==> src/rtl/uart_tx_fifo.sv <==
// UART transmitter with a small transmit FIFO in front of it.
// Each frame latches its own divisor, parity mode and stop-bit count.
module uart_tx_fifo #(
    parameter int unsigned DATA_BITS  = 8,
    parameter int unsigned FIFO_DEPTH = 4,
    parameter int unsigned DIV_W      = 16
) (
    input  logic                               i_clock,
    input  logic                               i_rst,
    input  logic [DIV_W-1:0]                   i_div,
    input  logic [1:0]                         i_parity,
    input  logic                               i_two_stop,
    input  logic                               i_valid,
    input  logic [DATA_BITS-1:0]               i_data,
    output logic                               o_ready,
    output logic [$clog2(FIFO_DEPTH+1)-1:0]    o_level,
    output logic                               o_tx_serial,
    output logic                               o_busy,
    output logic                               o_done
);

    localparam int unsigned LVL_W = $clog2(FIFO_DEPTH + 1);
    localparam int unsigned PTR_W = $clog2(FIFO_DEPTH);
    localparam int unsigned IDX_W = $clog2(DATA_BITS);

    typedef enum logic [2:0] {
        StIdle,
        StStart,
        StData,
        StParity,
        StStop
    } state_e;

    state_e               state_q, state_d;
    logic [DATA_BITS-1:0] mem_q [FIFO_DEPTH];
    logic [PTR_W-1:0]     wr_ptr_q, wr_ptr_d;
    logic [PTR_W-1:0]     rd_ptr_q, rd_ptr_d;
    logic [LVL_W-1:0]     level_q, level_d;
    logic [DATA_BITS-1:0] data_q, data_d;
    logic [DIV_W-1:0]     div_q, div_d;
    logic [1:0]           par_q, par_d;
    logic                 two_stop_q, two_stop_d;
    logic [DIV_W-1:0]     cnt_q, cnt_d;
    logic [IDX_W-1:0]     idx_q, idx_d;
    logic                 done_q, done_d;

    logic push, pop, full, bit_end, par_en, par_bit;

    assign full    = (level_q == LVL_W'(FIFO_DEPTH));
    assign push    = i_valid && !full;
    assign pop     = (state_q == StIdle) && (level_q != '0);
    // div_q is never 0, so the last clock of a bit is div_q-1
    assign bit_end = (cnt_q == div_q - DIV_W'(1));
    assign par_en  = (par_q == 2'b01) || (par_q == 2'b10);
    assign par_bit = (^data_q) ^ (par_q == 2'b10);

    always_comb begin
        wr_ptr_d = push ? wr_ptr_q + PTR_W'(1) : wr_ptr_q;
        rd_ptr_d = pop ? rd_ptr_q + PTR_W'(1) : rd_ptr_q;
        level_d  = level_q;
        if (push && !pop) begin
            level_d = level_q + LVL_W'(1);
        end else if (pop && !push) begin
            level_d = level_q - LVL_W'(1);
        end
    end

    always_comb begin
        state_d    = state_q;
        data_d     = data_q;
        div_d      = div_q;
        par_d      = par_q;
        two_stop_d = two_stop_q;
        idx_d      = idx_q;
        done_d     = 1'b0;
        cnt_d      = bit_end ? '0 : cnt_q + DIV_W'(1);
        unique case (state_q)
            StIdle: begin
                cnt_d = '0;
                idx_d = '0;
                if (pop) begin
                    data_d     = mem_q[rd_ptr_q];
                    div_d      = (i_div == '0) ? DIV_W'(1) : i_div;
                    par_d      = i_parity;
                    two_stop_d = i_two_stop;
                    state_d    = StStart;
                end
            end
            StStart: begin
                if (bit_end) state_d = StData;
            end
            StData: begin
                if (bit_end) begin
                    if (idx_q == IDX_W'(DATA_BITS - 1)) begin
                        idx_d   = '0;
                        state_d = par_en ? StParity : StStop;
                    end else begin
                        idx_d = idx_q + IDX_W'(1);
                    end
                end
            end
            StParity: begin
                if (bit_end) state_d = StStop;
            end
            StStop: begin
                if (bit_end) begin
                    if (!two_stop_q || idx_q == IDX_W'(1)) begin
                        idx_d   = '0;
                        done_d  = 1'b1;
                        state_d = StIdle;
                    end else begin
                        idx_d = IDX_W'(1);
                    end
                end
            end
            default: state_d = StIdle;
        endcase
    end

    always_comb begin
        o_tx_serial = 1'b1;
        unique case (state_q)
            StStart:  o_tx_serial = 1'b0;
            StData:   o_tx_serial = data_q[idx_q];
            StParity: o_tx_serial = par_bit;
            default:  o_tx_serial = 1'b1;
        endcase
    end

    always_ff @(posedge i_clock) begin
        if (push) mem_q[wr_ptr_q] <= i_data;
    end

    always_ff @(posedge i_clock) begin
        if (i_rst) begin
            state_q    <= StIdle;
            wr_ptr_q   <= '0;
            rd_ptr_q   <= '0;
            level_q    <= '0;
            data_q     <= '0;
            div_q      <= DIV_W'(1);
            par_q      <= 2'b00;
            two_stop_q <= 1'b0;
            cnt_q      <= '0;
            idx_q      <= '0;
            done_q     <= 1'b0;
        end else begin
            state_q    <= state_d;
            wr_ptr_q   <= wr_ptr_d;
            rd_ptr_q   <= rd_ptr_d;
            level_q    <= level_d;
            data_q     <= data_d;
            div_q      <= div_d;
            par_q      <= par_d;
            two_stop_q <= two_stop_d;
            cnt_q      <= cnt_d;
            idx_q      <= idx_d;
            done_q     <= done_d;
        end
    end

    assign o_ready = !full;
    assign o_level = level_q;
    assign o_busy  = (state_q != StIdle);
    assign o_done  = done_q;

endmodule

==> config.mk <==
export PLATFORM = sky130hd
export DESIGN_NAME = uart_tx_fifo
export DESIGN_NICKNAME = d
export VERILOG_FILES = /design/src/rtl/uart_tx_fifo.sv
export SDC_FILE = /design/constraint.sdc
export NUM_CORES = 1
export LEC_CHECK = 0
export CORE_UTILIZATION = 40
export CTS_CLUSTER_SIZE = 24
export DETAILED_ROUTE_END_ITERATION = 16
export PLACE_DENSITY = 0.69
export SLEW_MARGIN = 20
export SYNTH_ARGS = -nofsm -noshare
export SYNTH_HDL_FRONTEND = slang
export SYNTH_SLANG_ARGS = --single-unit
==> constraint.sdc <==
create_clock -name i_clock -period 8.7 [get_ports i_clock]
set_clock_uncertainty 0.2 [all_clocks]
set_input_delay 1.74 -clock i_clock [delete_from_list [all_inputs] [get_ports i_clock]]
set_output_delay 1.74 -clock i_clock [all_outputs]
set_load 0.03 [all_outputs]
# Word level (Yosys, flattened, before mapping)
# Memory sizes are Yosys's and may differ from the RTL's. A register that Yosys moved wholly into a read port is not among the register bits.
# Cells that the tools add are included.
# W data, S select, Z words.
dict set report op_classes {
  muxes 23
  bitwise_logic 3
  n_lt_le_gt_ge 1
  addsub 7
  eq_ne 17
  reduce_logical 22
}
# cell n
set ops {}
lappend ops {{$mux W3} 13}
lappend ops {{$add A16 B1 Y16 const B} 1}
lappend ops {{$eq A16 B16 Y1} 1}
lappend ops {{$logic_not A16 Y1} 1}
lappend ops {{$mux W16} 1}
lappend ops {{$sub A16 B1 Y16 const B} 1}
lappend ops {{$pmux W3 S5} 1}
lappend ops {{$ne A2 B2 Y1 const B} 7}
lappend ops {{$eq A3 B3 Y1 const B} 3}
lappend ops {{$pmux W3 S3} 1}
lappend ops {{$reduce_bool A3 Y1} 3}
lappend ops {{$reduce_xor A8 Y1} 1}
lappend ops {{$reduce_and A7 Y1} 1}
lappend ops {{$add A3 B1 Y3 const B} 2}
lappend ops {{$eq A3 B1 Y1 const B} 2}
lappend ops {{$eq A3 B2 Y1 const B} 2}
lappend ops {{$reduce_or A3 Y1} 2}
lappend ops {{$mux W1} 5}
lappend ops {{$add A2 B1 Y2 const B} 2}
lappend ops {{$logic_and A1 B1 Y1} 4}
lappend ops {{$logic_not A1 Y1} 4}
lappend ops {{$lt A3 B4 Y1 const B} 1}
lappend ops {{$bmux W1 S3} 1}
lappend ops {{$logic_not A3 Y1} 1}
lappend ops {{10 further kinds} 12}
dict set report word_totals {
  output_inout_bits 7
  elab_cells 84
  reg_bits 49
  in_bits 30
  mem_bits_rw 32
  memories 1
}
# memory depth word_bits rd rd_clocked_by_memory_dff write_ports line
set memory_table {}
lappend memory_table {mem_q 4 8 1 1 1 35} ;# logic [DATA_BITS-1:0] mem_q [FIFO_DEPTH];

# Depth between registers and ports, before layout
dict set report logic_depth {
  depth_word 7
  ltp_mapped 12
  mapped_depth_nobuf 10
}

# Least setup slack after synthesis
# No wires, ideal clock.
dict set report synth_path {
  kind {reg2out}
  from {register par_q[0]}
  to {output o_tx_serial}
  required_ns 6.760
  path_stages_with_launch 10
  slack_ns 5.134
  path_buffers 0
  arrival_ns 1.626
  cell_sequence {dfxtp_1 inv_1 ha_1 xnor2_1 xnor2_1 xnor2_1 xnor2_1 a21oi_1 a41o_1 nand2b_1}
}
dict set report synth_between {
  elab_chain_len 3
}
# element line
set synth_lines {}
lappend synth_lines {{from (decl)} 41} ;# logic [1:0] par_q, par_d;
lappend synth_lines {{from (signal assigned)} 154} ;# par_q <= par_d;
lappend synth_lines {{$eq A2 B2 Y1} 55} ;# assign par_bit = (^data_q) ^ (par_q == 2'b10);
lappend synth_lines {{$xor A1 B1 Y1} 55}
lappend synth_lines {{$pmux W1 S3} 122} ;# unique case (state_q)
lappend synth_lines {{to (decl)} 17} ;# output logic o_tx_serial,
# No other way between the ends.

# Worst setup path after layout
# Ends and elaborated chain as after synthesis.

==> impl_results.md <==
- Crit path capture: o_tx_serial
- P&R area growth vs syn: 14.80%
- Synthesized Nets: 482
- Final slew viol count: 0
- Flop2flop setup slack: 5230 ps
- Final setup viols: 0
- Total congestion overflow: 0
- DR WL/cell: 13.83 µm
- Clk pwr share: 18.6%
- Final worst slack: 4151 ps
- RSZ-0062 raised after global routing: no
- Pin count of the biggest net entering global routing: 41
- Mapped Cells: 440
- Clk sinks: 89
- Post-route insts no fill: 611
- Most common cell after layout, fill and taps aside: nand2_1
- Met2 wire length: 4269 µm
- P per Cell Area: 296.2 mW/mm²
- Utilization after layout: 47.87%
- Hold_ws: 275.4 ps
- Num ports: 37
- Die H: 106.4 µm
- Clock transition at path regs: 100 ps
- Critical path data arrival time: 2610 ps
- Metal-1 WL: 3857 µm
- Full die area: 0.01133 mm²
- DP Area: 0.004821 mm²
- Seq pwr share: 40.4%
- Post CTS Setup Buffer Count: 0
- All-Layer GR Usage: 16.08%
- Hpwl dp: 6198 µm
- Total internal power: 894.3 µW
- Horiz. Die Dim: 106.4 µm
- Asr flop ratio synth: 0%
- DR pass1 iterations: 4
- Comb power frac: 41.0%
- CTS Buf Count: 9
- Max cap viols: 0
- RR Endpoint: state_q[1]
- Worst r2r src: div_q[2]
- Synthesis Warnings: 0
- CP Launch Type: flop
- Layout cell share with drive strength beyond 1: 9.895%
- Top_reg_cell synth: dfxtp_1
- DRC violations left: 0
- Worst Setup SP: par_q[0]
- Post-synthesis cell area: 0.004363 mm²
- Syn avg cell area: 9.916 µm²
- Fmax: 219.8 MHz
- # H-tree levels: 3
- Nets: 512
- Starting Density: 41.70%
- Worst rel slew slack: 59.20%
- Synth top area cells: dfxtp_1 26%, edfxtp_1 22%, nand2_1 6.0%, mux4_2 5.2%, xnor2_1 4.8%
- Cell count after placement: 595
- Initial DRC Count: 125
- Endpoints failing hold: 0
- Outcome: finished clean
- Drt total wl: 8453 µm
- Setup TNS: 0 ps
- WL met3: 184 µm
- Crit. End Element: primary output
- Sw Ratio: 39.72%
- Commonest cells after routing, fill and taps aside: 70 x nand2_1, 57 x dfxtp_1, 36 x clkdlybuf4s50_1, 35 x a21oi_1
- GPL Wtd Cong: 0.8481
- Fin crit period: 4549 ps
- Share of the synthesized area in the top cell type: 26.15%
- Critical path class: reg -> out
- VDD IR max: 108.5 µV
- Cts hold-fix bufs: 0
- Seq/Total Area, Yosys: 48.18%
- Vias in the first global route: 3168
- Final instance area: 0.005009 mm²
- Distinct cells, synth: 53
- Worst reg-to-reg path cell count: 8
- Crit path required time: 6760 ps
- Cts repair resizes: 0
- Clk buf depth: 2
- Total vias in the final route: 3165
- CTS root buf: clkbuf_8
- Worst skew pair latency: 360 ps
- Post-synth EDFFs: 32
- Tcrit/Tclk final: 52.28%
- Fill count: 985
- DP Worst Slack: 4533 ps
- Synthesized flop and latch total: 89
- Tot Pwr: 1.484 mW
- Area leader, netlist: dfxtp_1
- First-pass GRT wire length: 14610 µm
- Leakage: 1.782 nW
- DRT antenna net count: 0
- Core area: 0.01046 mm²
- Placement row count: 37
- CTS tree: done
- Post-DR vias/cell: 5.180
- Worst slew pin tran: 611.1 ps
- Initial antenna violation count: 0
- Hold Crit Class: reg -> reg
- CP max FO: 2
- Antenna diodes: 0
- Psw: 589.4 µW
- IO buf count: 36
- Top sig layer: met4
-- worst min path at each step --
| stage | startpoint | to | slack [ps] | cells after the start |
|---|---|---|---|---|
| after detailed placement | par_q[0] | par_q[0] | 260 | 2 |
| after global routing | par_q[0] | par_q[0] | 300 | 2 |
| after global placement | par_q[0] | par_q[0] | 250 | 2 |
| final | two_stop_q | two_stop_q | 280 | 2 |
| after floorplan | two_stop_q | two_stop_q | 230 | 2 |
| after CTS | par_q[0] | par_q[0] | 280 | 2 |
-- cell families (layout without fill, tap and decap cells) --
kind of cell / count (synthesis) / after routing / synth area share, %
compound gates: 57 / 57 / 7.628
xor+xnor: 47 / 47 / 9.435
fa+ha+maj: 13 / 13 / 3.843
buf+inv: 33 / 68 / 3.298
flops: 89 / 89 / 48.18
mux: 14 / 14 / 6.109
simple gates: 187 / 187 / 21.51
-- worst max-delay path, stage by stage, from the launching register on --
cell and delay [ps]:
dfxtp_1 340, inv_1 50, ha_1 200, xnor2_1 170, xnor2_1 150, xnor2_1 150
xnor2_1 130, a21oi_1 80, a41o_1 230, nand2b_1 80, clkdlybuf4s50_1 670
-- cell usage after synthesis, drive strengths merged, types with 2 or more instances --
library cell  instances
a211o                 2
a21oi                35
a31oi                 2
and2                  2
and3                 12
buf                   4
clkbuf               16
dfxtp                57
edfxtp               32
ha                   11
inv                  13
mux2i                 3
mux4                 10
nand2                71
nand3                18
nand4                 3
nand4b                2
nor2                 42
nor2b                 3
nor3                 11
nor3b                 2
nor4                  7
o211ai                3
o21ai                 8
or3                   6
or4                   4
xnor2                24
xor2                 23
-- final cells by class --
class	count	area, µm²	share of cell area, %
multi-input combinational	318	2117	42.27
sequential	89	2102	41.97
timing repair buffer	39	382.9	7.644
tap	136	170.2	3.397
clock buffer	9	123.9	2.473
clock inverter	7	63.81	1.274
inverter	13	48.80	0.9743
-- state kept, by name (all words and copies together) (netlist names) --
signal	cells
idx_q	3
div_q	16
rd_ptr_q	2
two_stop_q	1
cnt_q	16
wr_ptr_q	2
o_done	1
data_q	8
par_q	2
o_level	3
mem_q	32
state_q	3
-- layer usage --
| metal | vias up | GRT usage, % |
|---|---|---|
| li1 | 1602 | - |
| met1 | 1513 | 19.62 |
| met2 | 37 | 28.25 |
| met3 | 13 | 2.698 |
| met4 | 0 | 6.164 |
| met5 | - | 0 |
-- power by group through the flow --
| stage | Combinational [mW] | Clock (mW) | Sequential [mW] |
|---|---|---|---|
| global placement | 0.597 | 0 | 0.605 |
| CTS | 0.613 | 0.284 | 0.601 |
| global route | 0.685 | 0.301 | 0.613 |
| finish | 0.609 | 0.276 | 0.599 |
| floorplan | 0.497 | 0 | 0.579 |
| detailed placement | 0.610 | 0 | 0.611 |
Power figures use the tool's default switching activity.
